**src/rtl/fasta_to_sam_fsm.sv**
```systemverilog
// FASTA-to-SAM streaming converter.
// Reads FASTA bytes from a registered-read ROM and writes unmapped-read SAM
// records into a RAM. It runs once after reset, then holds done high.
module fasta_to_sam_fsm #(
  parameter int ADDR_WIDTH = 15
) (
  input  logic                  clk,
  input  logic                  rst,
  output logic [ADDR_WIDTH-1:0] rom_addr,
  input  logic [7:0]            rom_data,
  output logic [ADDR_WIDTH-1:0] ram_addr,
  output logic [7:0]            ram_data,
  output logic                  ram_we,
  output logic                  done
);

  localparam logic [7:0] CH_NUL  = 8'h00;
  localparam logic [7:0] CH_TAB  = 8'h09;
  localparam logic [7:0] CH_LF   = 8'h0A;
  localparam logic [7:0] CH_CR   = 8'h0D;
  localparam logic [7:0] CH_SP   = 8'h20;
  localparam logic [7:0] CH_STAR = 8'h2A;
  localparam logic [7:0] CH_GT   = 8'h3E;

  typedef enum logic [2:0] {SEEK, NAME, SKIPHDR, MID, SEQ, TAIL, FINISH} state_t;

  state_t                state, state_n;
  logic [1:0]            phase;       // 0: address issued, 1: wait, 2: use rom_data
  logic                  eof;         // last ROM address already consumed
  logic                  name_empty;
  logic                  seq_empty;
  logic                  line_start;
  logic                  fin_pending; // input terminated; close record then finish
  logic [4:0]            idx;         // index into the constant MID/TAIL strings
  logic [ADDR_WIDTH-1:0] wr_ptr;

  logic                  reading, byte_ok, is_term, is_delim;
  logic                  wr_req;
  logic [7:0]            wr_byte;

  // Fixed middle string: even positions are TAB, odd positions carry the fields.
  function automatic logic [7:0] mid_byte(input logic [4:0] i);
    logic [7:0] b;
    b = CH_TAB;
    case (i)
      5'd1:                               b = 8'h34;   // '4'
      5'd3, 5'd9, 5'd11:                  b = CH_STAR;
      5'd5, 5'd7, 5'd13, 5'd15:           b = 8'h30;   // '0'
      default:                            b = CH_TAB;
    endcase
    return b;
  endfunction

  // Tail string "*\t*\n"; index 0 (the '*') is only used when SEQ is empty.
  function automatic logic [7:0] tail_byte(input logic [4:0] i);
    logic [7:0] b;
    case (i)
      5'd0:    b = CH_STAR;
      5'd1:    b = CH_TAB;
      5'd2:    b = CH_STAR;
      default: b = CH_LF;
    endcase
    return b;
  endfunction

  function automatic logic [7:0] upcase(input logic [7:0] c);
    return (c >= 8'h61 && c <= 8'h7A) ? c - 8'h20 : c;
  endfunction

  assign reading  = (state == SEEK) || (state == NAME) || (state == SKIPHDR) || (state == SEQ);
  assign byte_ok  = reading && (phase == 2'd2) && !eof;
  assign is_term  = reading && (eof || (byte_ok && rom_data == CH_NUL));
  assign is_delim = (rom_data == CH_SP) || (rom_data == CH_TAB) ||
                    (rom_data == CH_CR) || (rom_data == CH_LF);

  // Output decode: which byte, if any, is written this cycle.
  always_comb begin
    wr_req  = 1'b0;
    wr_byte = '0;
    case (state)
      NAME: begin
        if (is_term || (byte_ok && is_delim)) begin
          wr_req  = name_empty;
          wr_byte = CH_STAR;
        end else if (byte_ok) begin
          wr_req  = 1'b1;
          wr_byte = rom_data;
        end
      end
      MID: begin
        wr_req  = 1'b1;
        wr_byte = mid_byte(idx);
      end
      SEQ: begin
        if (byte_ok && !is_term && !(rom_data == CH_GT && line_start) &&
            rom_data != CH_CR && rom_data != CH_LF) begin
          wr_req  = 1'b1;
          wr_byte = upcase(rom_data);
        end
      end
      TAIL: begin
        wr_req  = 1'b1;
        wr_byte = tail_byte(idx);
      end
      default: ;
    endcase
  end

  // Next-state decode; filling the last RAM address overrides everything.
  always_comb begin
    state_n = state;
    case (state)
      SEEK:    if (is_term) state_n = FINISH;
               else if (byte_ok && rom_data == CH_GT) state_n = NAME;
      NAME:    if (is_term) state_n = MID;
               else if (byte_ok && rom_data == CH_LF) state_n = MID;
               else if (byte_ok && is_delim) state_n = SKIPHDR;
      SKIPHDR: if (is_term || (byte_ok && rom_data == CH_LF)) state_n = MID;
      MID:     if (idx == 5'd16) state_n = fin_pending ? TAIL : SEQ;
      SEQ:     if (is_term || (byte_ok && rom_data == CH_GT && line_start)) state_n = TAIL;
      TAIL:    if (idx == 5'd3) state_n = fin_pending ? FINISH : NAME;
      default: state_n = FINISH;
    endcase
    if (wr_req && wr_ptr == '1) state_n = FINISH;
  end

  // State register, read sequencing, record bookkeeping and registered outputs.
  always_ff @(posedge clk) begin
    if (rst) begin
      state       <= SEEK;
      phase       <= '0;
      eof         <= 1'b0;
      name_empty  <= 1'b1;
      seq_empty   <= 1'b1;
      line_start  <= 1'b1;
      fin_pending <= 1'b0;
      idx         <= '0;
      wr_ptr      <= '0;
      rom_addr    <= '0;
      ram_addr    <= '0;
      ram_data    <= '0;
      ram_we      <= 1'b0;
      done        <= 1'b0;
    end else begin
      state <= state_n;

      if (!reading || state_n != state || phase == 2'd2) phase <= '0;
      else                                               phase <= phase + 2'd1;

      // Advance past consumed bytes; the terminator byte itself is not skipped.
      if (byte_ok && rom_data != CH_NUL && state_n != FINISH) begin
        if (rom_addr == '1) eof <= 1'b1;
        else                rom_addr <= rom_addr + 1'b1;
      end

      if (is_term && state != SEEK) fin_pending <= 1'b1;

      if (state_n == NAME && state != NAME) name_empty <= 1'b1;
      else if (state == NAME && wr_req)     name_empty <= 1'b0;

      if (state == NAME)                seq_empty <= 1'b1;
      else if (state == SEQ && wr_req)  seq_empty <= 1'b0;

      // CR leaves the line-start flag alone so CRLF endings behave like LF.
      if (state == MID) line_start <= 1'b1;
      else if (state == SEQ && byte_ok && rom_data != CH_CR)
        line_start <= (rom_data == CH_LF);

      if (state_n == TAIL && state != TAIL) idx <= seq_empty ? 5'd0 : 5'd1;
      else if (state == MID || state == TAIL) idx <= idx + 5'd1;
      else idx <= '0;

      if (wr_req) begin
        ram_we   <= 1'b1;
        ram_addr <= wr_ptr;
        ram_data <= wr_byte;
        wr_ptr   <= wr_ptr + 1'b1;
      end else begin
        ram_we <= 1'b0;
      end

      done <= (state_n == FINISH);
    end
  end

endmodule

```
**config.mk**
```make
export PLATFORM = sky130hd
export DESIGN_NAME = fasta_to_sam_fsm
export DESIGN_NICKNAME = d
export VERILOG_FILES = /design/src/rtl/fasta_to_sam_fsm.sv
export SDC_FILE = /design/constraint.sdc
export NUM_CORES = 1
export LEC_CHECK = 0
export ABC_AREA = 0
export CAP_MARGIN = 10
export CORE_MARGIN = 1
export CORE_UTILIZATION = 55
export DETAILED_ROUTE_END_ITERATION = 7
export GPL_ROUTABILITY_DRIVEN = 0
export GPL_TIMING_DRIVEN = 1
export PLACE_DENSITY_LB_ADDON = 0.3
export RECOVER_POWER = 100
export SYNTH_ARGS = -nofsm -noshare
export SYNTH_HDL_FRONTEND = slang
export SYNTH_SLANG_ARGS = --single-unit
export TNS_END_PERCENT = 5
```
**constraint.sdc**
```tcl
create_clock -name clk -period 3 [get_ports clk]
set_input_delay 0.3 -clock clk [delete_from_list [all_inputs] [get_ports clk]]
set_output_delay 0.3 -clock clk [all_outputs]
set_load 0.1 [all_outputs]
```
Yosys cells after proc, flatten, opt, wreduce, memory -nomap -nowiden:

Memories as Yosys holds them, arrays and structs flattened. A register that Yosys moved wholly into a read port is not among the register bits.
Index checks and enable logic that the tools add are counted.

* register bits: 70
* memory bits (read-only): 96
* memories kept: 1
* input bits: 10
* output and inout port bits: 40

Memories
* (name not given): words 16, width 6, read ports 1, clocked after memory_dff 1, write ports 0, line 45 `case (i)`

* bitwise operators: 1
* reductions and logical operators: 54
* equality and inequality tests: 26
* $lt $le $gt $ge: 2
* add/subtract/negate cells: 5
* muxes and demuxes: 29

Operator list (number)
* $mux W8: 5
* $mux W3: 11
* $pmux W8 S4: 1
* $add A15 B1 Y15 const B: 2
* $eq A15 B15 Y1 const B: 2
* $eq A8 B4 Y1 const B: 3
* $logic_and A1 B1 Y1: 24
* $pmux W3 S6: 1
* $eq A8 B6 Y1 const B: 2
* $ne A8 B4 Y1 const B: 2
* $logic_or A1 B1 Y1: 13
* $eq A3 B3 Y1 const B: 4
* $pmux W6 S2: 1
* $reduce_or A2 Y1: 6
* $eq A5 B2 Y1 const B: 2
* $mux W5: 2
* $ge A8 B7 Y1 const B: 1
* $le A8 B7 Y1 const B: 1
* $logic_not A8 Y1: 1
* $reduce_bool A8 Y1: 1
* $sub A8 B6 Y8 const B: 1
* $eq A3 B1 Y1 const B: 2
* $eq A3 B2 Y1 const B: 2
* $mux W1: 6
* 16 further kinds: 21

Longest topological paths before layout:

* depth after elaboration: 22
* gate-level depth with buffers: 11

Worst setup path after synthesis:

Ideal clock, no wire load.

* path type: reg2reg
* from: register rom_addr[3]
* to: register rom_addr[8]
* buffers on the path: 2
* arrival: 2.851 ns
* stages on the path, launching flop included: 10
* slack: 0.035 ns
* cell sequence: dfxtp_1 and4_1 nand4_1 nor2_1 nand4_1 nand2_1 clkbuf_1 clkbuf_1 nor4_1 o21a_1

* longest elaborated chain between the ends: 3
* elaborated cells between the ends (all ways): 4
* those cells by class: add/sub (1); eq/ne (1); bitwise (1); reduce/logical (1)

RTL lines
* start: declaration: line 9 `output logic [ADDR_WIDTH-1:0] rom_addr,`
* start signal: assignment: line 153 `else rom_addr <= rom_addr + 1'b1;`
* parallel branches: the longest is 3 deep, another holds $add A15 B1 Y15

Several ways; the timed one is not identified.
A chain may end at the register's enable or synchronous reset.

Final worst setup path:

* from: register state[1]
* to: register idx[0]

* longest elaborated chain between the ends: 21
* elaborated cells between the ends (all ways): 49
* those cells by class: eq/ne (7); mux (17); reduce/logical (25)

RTL lines
* start: declaration: line 27 `state_t state, state_n;`
* start signal: assignment: line 145 `state <= state_n;`
* $eq A3 B1 Y1 or $logic_not A3 Y1 (tied branches): line 70, 80, 112
* $logic_or A1 B1 Y1 (3 in series): line 70 `assign reading = (state == SEEK) || (state == NAME) || (state == SKIPHDR) || (state == SEQ);`
* $logic_and A1 B1 Y1 (2 in series): line 71 `assign byte_ok = reading && (phase == 2'd2) && !eof;`
* $logic_and A1 B1 Y1: line 72 `assign is_term = reading && (eof || (byte_ok && rom_data == CH_NUL));`
* $logic_or A1 B1 Y1: line 72
* $logic_and A1 B1 Y1: line 72
* $logic_not A1 Y1: line 95 `if (byte_ok && !is_term && !(rom_data == CH_GT && line_start) &&`
* $logic_and A1 B1 Y1 (3 in series): line 95
* $logic_and A1 B1 Y1: line 96 `rom_data != CH_CR && rom_data != CH_LF) begin`
* $mux W1: line 95
* $pmux W1 S3: line 80 `case (state)`
* $logic_and A1 B1 Y1: line 124 `if (wr_req && wr_ptr == '1) state_n = FINISH;`
* $mux W3: line 124
* $eq A3 B3 Y1: line 169 `if (state_n == TAIL && state != TAIL) idx <= seq_empty ? 5'd0 : 5'd1;`
* $logic_and A1 B1 Y1: line 169
* $mux W5 (*): line 169
* end signal: assignment: line 169
* end signal: assignment: line 170 `else if (state == MID || state == TAIL) idx <= idx + 5'd1;`
* end: declaration: line 34 `logic [4:0] idx;`

Mark *: on every way between the ends. The rest lies on a longest branch, timed or not.

==> results.json <==
{
  "multi_input_area_um2": 2200,
  "yosysSeqAreaShare": 0.373,
  "fmax_ghz": 0.368,
  "finalPower_mw": 1.83,
  "synth_largest_area_cell": "dfxtp_1",
  "synth_top_area_frac": 0.373,
  "coreArea_um2": 6460,
  "finClkSkew_ns": 0.0104,
  "synth-seq-cells": 70,
  "die-area_um2": 7160,
  "min_period_ns": 2.72,
  "total_leakage_power_nw": 1.56,
  "io_pins": 50,
  "clock_path_buffers": 2,
  "drc": 3,
  "routed_wl_um": 9350,
  "rows": 29,
  "synth_warnings": 0,
  "cts-root-buf": "clkbuf_8",
  "hpwl_um": 7020,
  "endpoint_kind": "flop",
  "arrival_ns": 2.94,
  "start_util": 0.581,
  "via_per_inst": 6.18,
  "synth_area_leaders": "dfxtp_1 37%, nand2_1 6.1%, a21oi_1 6.0%, nor2_1 4.7%, ha_1 3.3%",
  "peakVddDrop_uv": 325,
  "insertion_delay_ns": 0.35,
  "synthFlopType": "dfxtp_1",
  "firstDrtPassIters": 8,
  "grt-ovfl-total": 0,
  "crit_path_start_kind": "flop",
  "layout-drive-gt1-share": 0.0888,
  "ys_types": 71,
  "cts_hold_buf": 0,
  "async_flop_share": 0,
  "power.density_nw_per_um2": 414,
  "hold_viol_final": 0,
  "final_area_um2": 4420,
  "portBuffers": 49,
  "cp.required_ns": 3.23,
  "cts_tree": "yes",
  "post_cts.repair.setup_buffers": 0,
  "final_cell_mix": "70 x dfxtp_1, 61 x nand2_1, 47 x nor2_1",
  "violations": "DRC",
  "slew_headroom": 0.205,
  "htreeDepth": 3,
  "syn_area_um2": 3750,
  "nFillCells": 557,
  "antenna_found_initial": 0,
  "setup-tns-final_ns": 0,
  "path_clk_slew_ns": 0.07,
  "dpl_cell_area_um2": 4350,
  "cts_made_buffers": 9,
  "syn_nets": 485,
  "final_common_cell": "dfxtp_1",
  "status": "complete, but fails checks",
  "critPathMaxFanout": 15,
  "cts.sinks": 70,
  "min_path_type": "input port to flop",
  "antenna_cells": 0,
  "drtIter0Drc": 296,
  "die_w_um": 84.6,
  "critical_path_class": "flop to flop",
  "worst_slew_pin_slew_ns": 1.20,
  "areaGrowthSynthToFinish_pct": 17.9,
  "antenna_violating_nets_post_route": 0,
  "grt_start_max_net_pins": 27,
  "finalSetupViolCount": 0,
  "grt_pass1_vias": 3435,
  "seqCellArea_um2": 1400,
  "syn_inst": 465,
  "rsz0062_at_grt": "no",
  "die_h_um": 84.6,
  "drv_cap": 0,
  "grt_first_pass_wirelength_um": 16100,
  "cts_resized": 0,
  "min_period_over_period": 0.905,
  "slew_violations": 0,
  "grtUsageTotal": 0.278,
  "final_util": 0.685,
  "wl_per_cell_um": 15.4,
  "synth_edf_count": 0,
  "synth.avg_cell_area_um2": 8.07,
  "dr_total_vias": 3745,
  "nets": 545
}
-- synthesized netlist by cell type (5+ instances only) --
cell / instances
dfxtp_1: 70
nand2_1: 61
nor2_1: 47
a21oi_1: 45
clkbuf_1: 16
nand3_1: 16
nor3_1: 15
inv_1: 12
o31ai_1: 11
ha_1: 10
nor4_1: 10
nand4_1: 9
or4_1: 9
nor2b_1: 8
o21ai_0: 8
xor2_1: 7
nand2b_1: 6
o21ai_1: 6
or3_1: 6
a211oi_1: 5
and3_1: 5
o311ai_0: 5
-- stage by stage --
step	setup WS [ns]	hold slack [ns]	std cells
final	0.285	0.348	606
after global routing	0.0694	0.361	606
after CTS	0.378	0.332	606
after detailed placement	0.0351	0.423	591
after global placement	0.124	0.409	591
after floorplan	0.0347	0.400	465
-- critical path, stage by stage, from the launching register on --
cell and delay [ns]:
dfxtp_1 0.47, maj3_1 0.47, or2_4 0.29, a2111oi_0 0.49, buf_4 0.21, a2111oi_2 0.07
nor4_4 0.25, mux2_1 0.35
-- layer usage --
layer | vias to the layer above | track usage | part of all wire
met3 | 20 | 0.0472 | 0.058
li1 | 1843 | - | -
met1 | 1735 | 0.360 | 0.45
met5 | - | 0 | 0
met2 | 147 | 0.457 | 0.47
met4 | 0 | 0.123 | 0.022
-- cell type report --
cell class | instances | share of cell area
multi-input cells | 361 | 0.497
clock inverters | 4 | 0.0107
repair buffers | 71 | 0.111
inverters | 12 | 0.0102
flip-flops and latches | 70 | 0.317
clock buffers | 11 | 0.0320
well taps | 77 | 0.0218
-- cell families after synthesis --
family | count (synthesis) | synth area share
AO/OA/AOI/OAI | 123 | 0.223
XOR/XNOR | 7 | 0.0163
adder cells (fa/ha/maj) | 11 | 0.0363
buffers and inverters | 34 | 0.0400
flip-flops | 70 | 0.373
multiplexers | 5 | 0.0150
AND/OR/NAND/NOR | 215 | 0.296
-- sequential cells by signal (all words and copies together), names as in the netlist, 2 cells and up --
signal and flops:
idx 5, phase 2, ram_addr 15, ram_data 8, rom_addr 15, state 3, wr_ptr 15
-- path summary, 6_finish.rpt --
| check | start | endpoint | slack [ns] | cells past startpoint |
|---|---|---|---|---|
| setup / recovery | state[1]$_SDFF_PP0_ | idx[0]$_SDFF_PP0_ | 0.28 | 7 |
| hold / removal | rst | rom_addr[14]$_SDFFE_PP0P_ | 0.35 | 2 |
| setup reg to reg | state[1]$_SDFF_PP0_ | idx[0]$_SDFF_PP0_ | 0.28 | 7 |
| hold reg to reg | phase[0]$_SDFF_PP0_ | phase[0]$_SDFF_PP0_ | 0.43 | 1 |
-- report_power, final --
group	switching, mW	total, mW	internal, mW
sequential	0.00612	0.943	0.937
clock	0.344	0.743	0.399
combinational	0.0967	0.144	0.0471
No activity file was read; power rests on OpenSTA's default activity.
